### config.mk
export PLATFORM = sky130hd
export DESIGN_NAME = color_sensor_emulator
export DESIGN_NICKNAME = d
export VERILOG_FILES = /design/src/rtl/color_sensor_pkg.sv /design/src/rtl/color_sensor_halfper_gen.sv /design/src/rtl/color_sensor_emulator.sv
export SDC_FILE = /design/constraint.sdc
export NUM_CORES = 1
export LEC_CHECK = 0
export BUFFER_PORTS_ARGS = -buffer_cell sky130_fd_sc_hd__buf_2
export CAP_MARGIN = 15
export CORE_MARGIN = 1
export CORE_UTILIZATION = 50
export CTS_BUF_LIST = sky130_fd_sc_hd__clkbuf_2 sky130_fd_sc_hd__clkbuf_4 sky130_fd_sc_hd__clkbuf_8
export DETAILED_ROUTE_END_ITERATION = 10
export GPL_ROUTABILITY_DRIVEN = 0
export PLACE_DENSITY = 0.64
export SLEW_MARGIN = 10
export SYNTH_ARGS = -nofsm -noshare
export SYNTH_HDL_FRONTEND = slang
export SYNTH_HIERARCHICAL = 1
export SYNTH_SLANG_ARGS = --single-unit
### constraint.sdc
create_clock -name clk -period 11.25 [get_ports clk]
set_clock_uncertainty 0.15 [all_clocks]
set_input_delay 0.5625 -clock clk [delete_from_list [all_inputs] [get_ports clk]]
set_output_delay 0.5625 -clock clk [all_outputs]
set_load 0.03 [all_outputs]
### src/rtl/color_sensor_pkg.sv
// Shared encodings for the colour sensor scale/filter pins and the frequency-scale multipliers.
// Imported by both the colour reader and the sensor emulator.
package color_sensor_pkg;

  typedef enum logic [1:0] {
    FILT_RED   = 2'b00,
    FILT_BLUE  = 2'b01,
    FILT_CLEAR = 2'b10,
    FILT_GREEN = 2'b11
  } filt_e;

  typedef enum logic [1:0] {
    SCALE_OFF  = 2'b00,
    SCALE_2P   = 2'b01,
    SCALE_20P  = 2'b10,
    SCALE_100P = 2'b11
  } scale_e;

  localparam int MULT_W = 6;

  localparam logic [MULT_W-1:0] MULT_2P   = 6'd50;
  localparam logic [MULT_W-1:0] MULT_20P  = 6'd5;
  localparam logic [MULT_W-1:0] MULT_100P = 6'd1;

  // Lower output scale means a slower square wave, so the period multiplier grows.
  function automatic logic [MULT_W-1:0] scale_mult(input logic [1:0] s);
    case (s)
      SCALE_2P:   return MULT_2P;
      SCALE_20P:  return MULT_20P;
      SCALE_100P: return MULT_100P;
      default:    return '0;
    endcase
  endfunction

endpackage

### src/rtl/color_sensor_halfper_gen.sv
// Half-period counter and toggle for the emulated sensor square wave.
// eff_hp is latched at every half-period start; a latched zero holds the output low.
module color_sensor_halfper_gen #(
  parameter int HP_W = 24
) (
  input  logic            clk,
  input  logic            rst_n,
  input  logic            restart,
  input  logic            idle,
  input  logic [HP_W-1:0] eff_hp,
  output logic            sensor_freq,
  output logic            rise_pulse
);

  logic [HP_W-1:0] cnt_p1;
  logic [HP_W-1:0] eff_p1;

  // Stage p1: counter, latched half-period and output registers
  always_ff @(posedge clk or negedge rst_n) begin
    if (!rst_n) begin
      cnt_p1      <= '0;
      eff_p1      <= '0;
      sensor_freq <= 1'b0;
      rise_pulse  <= 1'b0;
    end else if (idle) begin
      cnt_p1      <= '0;
      sensor_freq <= 1'b0;
      rise_pulse  <= 1'b0;
    end else if (restart || eff_p1 == '0) begin
      cnt_p1      <= '0;
      eff_p1      <= eff_hp;
      sensor_freq <= 1'b0;
      rise_pulse  <= 1'b0;
    end else if (cnt_p1 == eff_p1 - HP_W'(1)) begin
      cnt_p1 <= '0;
      eff_p1 <= eff_hp;
      if (eff_hp == '0) begin
        sensor_freq <= 1'b0;
        rise_pulse  <= 1'b0;
      end else begin
        sensor_freq <= ~sensor_freq;
        rise_pulse  <= ~sensor_freq;
      end
    end else begin
      cnt_p1     <= cnt_p1 + HP_W'(1);
      rise_pulse <= 1'b0;
    end
  end

endmodule

### src/rtl/color_sensor_emulator.sv
// Emulates the colour sensor frequency output from the scale/filter/enable pins,
// with runtime-programmable full-scale half-periods per channel.
module color_sensor_emulator
  import color_sensor_pkg::*;
#(
  parameter int HP_W         = 24,
  parameter int DEF_RED_HP   = 500,
  parameter int DEF_BLUE_HP  = 700,
  parameter int DEF_CLEAR_HP = 200,
  parameter int DEF_GREEN_HP = 600
) (
  input  logic            clk,
  input  logic            rst_n,
  input  logic [1:0]      scale,
  input  logic [1:0]      filter,
  input  logic            enf,
  input  logic            cfg_we,
  input  logic [1:0]      cfg_sel,
  input  logic [HP_W-1:0] cfg_hp,
  output logic            sensor_freq,
  output logic            rise_pulse
);

  localparam int PROD_W = HP_W + MULT_W;

  function automatic logic [HP_W-1:0] sat_hp(input logic [PROD_W-1:0] p);
    if (|p[PROD_W-1:HP_W]) return '1;
    return p[HP_W-1:0];
  endfunction

  logic [HP_W-1:0]   hp_q [4];
  logic [1:0]        filt_p1;
  logic [1:0]        scale_p1;
  logic              enf_p1;
  logic              first_p1;
  logic [HP_W-1:0]   hp_sel_p0;
  logic [PROD_W-1:0] prod_p0;
  logic [HP_W-1:0]   eff_hp_p0;
  logic              restart_p0;
  logic              idle_p0;

  always_ff @(posedge clk or negedge rst_n) begin
    if (!rst_n) begin
      hp_q[FILT_RED]   <= HP_W'(DEF_RED_HP);
      hp_q[FILT_BLUE]  <= HP_W'(DEF_BLUE_HP);
      hp_q[FILT_CLEAR] <= HP_W'(DEF_CLEAR_HP);
      hp_q[FILT_GREEN] <= HP_W'(DEF_GREEN_HP);
    end else if (cfg_we) begin
      hp_q[cfg_sel] <= cfg_hp;
    end
  end

  // first_p1 makes the first active cycle after reset behave as a selection change
  always_ff @(posedge clk or negedge rst_n) begin
    if (!rst_n) begin
      filt_p1  <= '0;
      scale_p1 <= '0;
      enf_p1   <= 1'b0;
      first_p1 <= 1'b1;
    end else begin
      filt_p1  <= filter;
      scale_p1 <= scale;
      enf_p1   <= enf;
      first_p1 <= 1'b0;
    end
  end

  // Stage p0: a same-cycle write to the selected channel bypasses the register
  assign hp_sel_p0  = (cfg_we && cfg_sel == filter) ? cfg_hp : hp_q[filter];
  assign prod_p0    = PROD_W'(hp_sel_p0) * PROD_W'(scale_mult(scale));
  assign eff_hp_p0  = sat_hp(prod_p0);
  assign restart_p0 = first_p1 | (filter != filt_p1) | (scale != scale_p1) | (enf & ~enf_p1);
  assign idle_p0    = ~enf | (scale == SCALE_OFF);

  color_sensor_halfper_gen #(
    .HP_W(HP_W)
  ) u_gen (
    .clk        (clk),
    .rst_n      (rst_n),
    .restart    (restart_p0),
    .idle       (idle_p0),
    .eff_hp     (eff_hp_p0),
    .sensor_freq(sensor_freq),
    .rise_pulse (rise_pulse)
  );

endmodule

After elaboration in Yosys (flattened, before gate mapping)
Cells that the tools add are included.

word-level totals
  output and inout port bits = 2
  bits in registers = 152
  logic and storage cells = 69
  input port bits = 34

cells by class
  bitwise operators = 11
  add/sub/neg operators = 2
  order comparisons = 3
  mux-type cells = 23
  reduce and logical (&&, ||, !) cells = 10
  multiply operators = 1
  equal/unequal tests = 7

operators by type and width
  kind                                                                    number
  24-bit two-way mux                                                      11
  96-bit bitwise mux                                                      1
  24-bit binary-select mux with 2-bit select                              1
  24-bit demux with 2-bit select                                          1
  24-bit zero test                                                        2
  24-bit by 6-bit multiplier with 30-bit output                           1
  24-bit by 1-bit adder with 24-bit output (second input constant)        1
  24-bit equality test                                                    1
  24-bit by 1-bit subtractor with 24-bit output (second input constant)   1
  6-bit case mux with 3 select lines                                      1
  1-bit two-way mux                                                       8
  3-bit greater-or-equal comparator (second input constant)               2
  2-bit NOT with 3-bit output                                             2
  6-bit OR reduction                                                      1
  2-bit equality test (second input constant)                             2
  2-bit != test                                                           2
  1-bit NOT                                                               4
  1-bit bitwise OR                                                        4
  3-bit by 1-bit < comparator with 1-bit output (second input constant)   1
  3-bit nonzero test                                                      1
  2-bit by 1-bit equality test with 1-bit output (second input constant)  1
  2-bit equality test                                                     1
  1-bit logical AND                                                       2
  2-bit zero test                                                         1
  other kinds (4)                                                         4

Logic depth before layout (Yosys ltp)
  depth in word-level cells = 14
  depth in mapped cells = 29

Cells and area by module
The synthesis kept the hierarchy.

by module, submodules not included
  module                    times used  area an instance (um^2)  cells an instance
  color_sensor_emulator     1           8893.5                   817
  color_sensor_halfper_gen  1           3281.9                   335

Worst setup path after synthesis
OpenSTA, ideal clock, no wires.

  kind = input-to-reg
  from = input port filter[0]
  to = register u_gen.sensor_freq
  stages = 25
  setup time = 134 ps
  arrival = 6947 ps
  path slack = 4019 ps
  path through = clkbuf_1 > buf_1 > mux4_2 > mux2_2 > and2_1 > ha_1 > fa_1 > inv_1 > fa_1 > inv_1 > ha_1 > and2_4 > a221oi_2 > a2111oi_4 > o21bai_2 > a41oi_1 > xor2_1 > nor4_4 > buf_6 > buf_12 > nand2_2 > nor4_1 > nand4_1 > o2111ai_1 > o22ai_1

between the ends
  word-level cells in the longest chain between the ends = 14
  elaborated cells on any way between the ends = 22
  classes of those cells = 1 x mul; 2 x eq/ne; 10 x mux; 4 x bitwise; 5 x reduce/logical

RTL lines
  what                                                   RTL line                        source
  start, declared                                        color_sensor_emulator.sv:15     input logic [1:0] filter,
  2-bit NOT with 3-bit output (not written as such)      color_sensor_emulator.sv:69     assign hp_sel_p0 = (cfg_we && cfg_sel == filter) ? cfg_hp : hp_q[filter];
  24-bit binary-select mux with 2-bit select             color_sensor_emulator.sv:69
  24-bit two-way mux (not written as such) (2 in a row)  color_sensor_emulator.sv:69
  24-bit two-way mux *                                   color_sensor_emulator.sv:69
  24-bit by 6-bit multiplier with 30-bit output *        color_sensor_emulator.sv:70     assign prod_p0 = PROD_W'(hp_sel_p0) * PROD_W'(scale_mult(scale));
  6-bit OR reduction                                     color_sensor_emulator.sv:27     if (|p[PROD_W-1:HP_W]) return '1;
  1-bit two-way mux                                      color_sensor_emulator.sv:27
  24-bit two-way mux *                                   color_sensor_emulator.sv:28     return p[HP_W-1:0];
  via eff_hp_p0[19]                                      color_sensor_emulator.sv:38     logic [HP_W-1:0] eff_hp_p0;
  24-bit zero test *                                     color_sensor_halfper_gen.sv:37  if (eff_hp == '0) begin
  1-bit two-way mux *                                    color_sensor_halfper_gen.sv:37
  1-bit two-way mux *                                    color_sensor_halfper_gen.sv:34  end else if (cnt_p1 == eff_p1 - HP_W'(1)) begin
  1-bit two-way mux *                                    color_sensor_halfper_gen.sv:29  end else if (restart || eff_p1 == '0) begin
  1-bit two-way mux *                                    color_sensor_halfper_gen.sv:25  end else if (idle) begin
  end signal, assigned                                   color_sensor_halfper_gen.sv:41  sensor_freq <= ~sensor_freq;
  end, declared                                          color_sensor_halfper_gen.sv:11  output logic sensor_freq,

Mark *: on every way through the listed nets, which the timed path passes. The rest lies on a longest branch. The select of a mux whose other input is x is not followed.
A chain may end at the register's enable or synchronous reset.

Worst setup path in the final report
Ends and elaborated chain as after synthesis.

==> summary.txt <==
Post-Synthesis Mean Instance Area = 10.6 um^2
Residual DRC = 0
Proportion of power drawn by the clock network = 0.203
Pin count of the biggest net entering global routing = 89
Detailed-router iteration count before antenna repair = 5
Count of buffers added by post-CTS timing repair for setup = 0
Diodes inserted = 0
Detailed-route vias per instance = 5.48
Total power = 2210 uW
Psw = 936 uW
Number of buffers added by the clock tree synthesis step = 17
Proportion of total power due to net switching = 0.423
Clock tree sinks = 152
Number of levels the H-tree was split into = 4
Hold violation total from the final report = 19
Syn Inst Count = 1152
First-pass GRT wire length = 43400 um
GRT overflow = 0
Slowest stage delay, CP = 0.71 ns
FFs w/ async S/R, synth = 1.00
Largest cells by area after synthesis = sky130_fd_sc_hd__dfrtp_1 (27%), sky130_fd_sc_hd__mux2_2 (11%), sky130_fd_sc_hd__fa_1 (10%), sky130_fd_sc_hd__ha_1 (6.6%), sky130_fd_sc_hd__mux4_2 (4.4%)
Die area = 0.0250 mm^2
Internal power of the cells = 1280 uW
Start of the worst register-to-register path = hp_q[78]
Worst hold margin = -0.0100 ns
Synthesized flop and latch total = 152
Flop pwr share = 0.335
CP startpoint kind = input port
Worst Path Max Fanout = 27
Normalized max-slew margin = 0.242
CTS tree = yes
Failing checks = negative hold slack
Number of DRC violations after detailed-routing iteration 0 = 514
Most used standard cell by instance count after synthesis = sky130_fd_sc_hd__dfrtp_1
Cell occurring most often along the worst timing path = sky130_fd_sc_hd__inv_1
Static leakage = 0.00566 uW
Area added between synthesis and finish = 6.91%
Top cells by count, synth = sky130_fd_sc_hd__dfrtp_1 (132), sky130_fd_sc_hd__inv_1 (125), sky130_fd_sc_hd__mux2_2 (123), sky130_fd_sc_hd__nand2_1 (92), sky130_fd_sc_hd__ha_1 (64)
Routed len/inst = 17.1 um
Nets = 1326
Most common flop cell mapped by yosys = sky130_fd_sc_hd__dfrtp_1
Effective utilization at floorplan = 0.514
Utilization after layout = 0.550
Syn Nets = 1313
Maximum clock frequency = 132 MHz
Class of the tightest hold or removal check = in2async
Final number of setup-violating endpoints = 0
Clock transition at path regs = 0.11 ns
Final critical path time including I/O delays and setup = 7.55 ns
Total non-filler cell area in the finished layout = 0.0130 mm^2
Root Driver = sky130_fd_sc_hd__clkbuf_8
EDFF count, synth = 0
Critical path's top delay family = adder cells
Die height = 158 um
Tightest Pin Transition = 1.13 ns
Clock insertion delay at the later pin of the skew report = 0.48 ns
Area used by multi-input combinational logic = 0.00764 mm^2
Number of placed I/O pins = 36
Fraction of layout instances using a drive strength above 1 = 0.256
Slowest cell on crit path = sky130_fd_sc_hd__buf_2
Initial antenna violation count = 0
Post-route antenna net violation count = 0
Count of fill cells added during filler insertion = 2136
Clock Path Buffers = 2
Crit path buf inv count = 7
Worst ir drop on vdd = 101 uV
Via count = 8208
Quantity of I/O buffers inserted on ports = 35
Number of rows created at floorplan = 56
Unrepaired setup endpoints after global routing = false
Most area-hungry cell type in the Yosys netlist = sky130_fd_sc_hd__dfrtp_1
Combinational cell fraction of total power = 0.461
Register area share after synthesis = 0.314
Number of buffers inserted for hold repair after clock tree synthesis = 0
Sort of element at the end of the critical path = flop
Combined flip-flop and latch cell area = 0.00383 mm^2
Final worst-path cycle share = 0.671
Number of unique standard cell types used by synthesis = 89
Data required time of the critical path = 11.43 ns
Core Footprint = 0.0237 mm^2
Number of pins with negative max-slew slack in the final report = 0
Number of global-route vias before repair = 8543
Run status = finished with violations
Data arrival time at the worst-slack endpoint = 7.73 ns
Placed inst area = 0.0126 mm^2
Fin Setup TNS = 0 ns
Critical path launch point = filter[0]
Resized Gates After CTS = 0
Global Route Usage Sum = 0.222
Number of max-cap violations = 0
Yosys Warn Count = 6
Post-detailed-routing wire length = 25600 um
Fraction of post-synthesis cell area in the top cell type by area = 0.271
Syn Std Cell Area = 0.0122 mm^2
Placed wire-length estimate after detailed placement = 19400 um
Power density relative to cell area = 170 mW/mm^2
Crit path kind = in2reg
Width of the die = 158 um
-- registers in the layout, indices dropped and copies added, names as in the netlist --
register	cells
hp_q	96
enf_p1	1
u_gen/rise_pulse	1
u_gen/sensor_freq	1
scale_p1	2
filt_p1	2
first_p1	1
u_gen/eff_p1	24
u_gen/cnt_p1	24
-- cells in the final DEF (no fill, tap or decap), drive strengths merged, types with 3 or more instances in the layout --
cell     count
a2111oi      4
a211oi       8
a21o        10
a21oi       28
a41oi        3
and2        38
and3         6
buf         44
clkbuf      17
clkinv       7
dfrtp      132
dfstp       20
fa          63
ha          64
inv        133
mux2       146
mux2i        4
mux4        24
nand2      102
nand2b       7
nand3       23
nand3b       3
nand4       22
nor2        64
nor2b       11
nor3        12
nor3b        4
nor4        23
o211ai       8
o21a         4
o21ai       24
o22ai        4
or4          3
xnor2       42
xor2        32
-- final timing paths --
check / end / cells past startpoint / slack, ns
hold / removal: u_gen/cnt_p1[12] / 1 / -0.01
setup / recovery: u_gen/sensor_freq / 27 / 3.70
setup reg to reg: u_gen/sensor_freq / 24 / 4.42
min in group clk: scale_p1[0] / 1 / 0.11
max in group asynchronous: hp_q[8] / 2 / 9.61
hold reg to reg: hp_q[34] / 1 / 0.36
-- routing by layer --
layer,vias to the layer above,global-route usage,wire (um)
met5,-,0,0
met4,0,0.0614,402
met3,26,0.0331,761
met2,139,0.373,12200
met1,4040,0.297,12200
li1,4003,-,-
-- worst reg2reg max path: cells and delay by family (launching register included) --
family / cells / cell delay [ns]
fa+ha+maj: 4 / 1.88
buf+inv: 5 / 0.54
flops: 1 / 0.55
simple gates: 7 / 1.54
mux: 2 / 0.41
compound gates: 6 / 1.63
-- metrics by stage --
step                cells  setup WS (ns)
floorplan            1152           4.02
detailed placement   1465           3.15
global placement     1465           3.27
global route         1497           3.12
CTS                  1497           3.64
finish               1497           3.70
-- kinds of logic (layout without fill, tap and decap cells) --
logic type,count (synthesis),count (layout),share of synthesized area
compound gates,117,117,0.0704
simple gates,332,332,0.145
mux,174,174,0.189
flops,152,152,0.314
xor+xnor,74,74,0.0532
other cells,1,1,0.000308
buf+inv,175,201,0.0581
fa+ha+maj,127,127,0.169
-- power by group through the flow --
stage	clock network (uW)	logic, uW	registers, uW
2_1_floorplan	0	859	706
5_1_grt	488	1150	757
6_report	450	1020	742
4_1_cts	466	1020	741
3_5_place_dp	0	1020	753
3_3_place_gp	0	1010	748
-- layout make-up --
cell class	count	share of cell area
inverters	125	0.0360
repair buffers	44	0.0191
clock buffers	17	0.0180
clock inverters	15	0.0147
flip-flops and latches	152	0.294
well taps	319	0.0307
multi-input cells	825	0.587
Note: power is estimated with default switching activity, not from simulation.
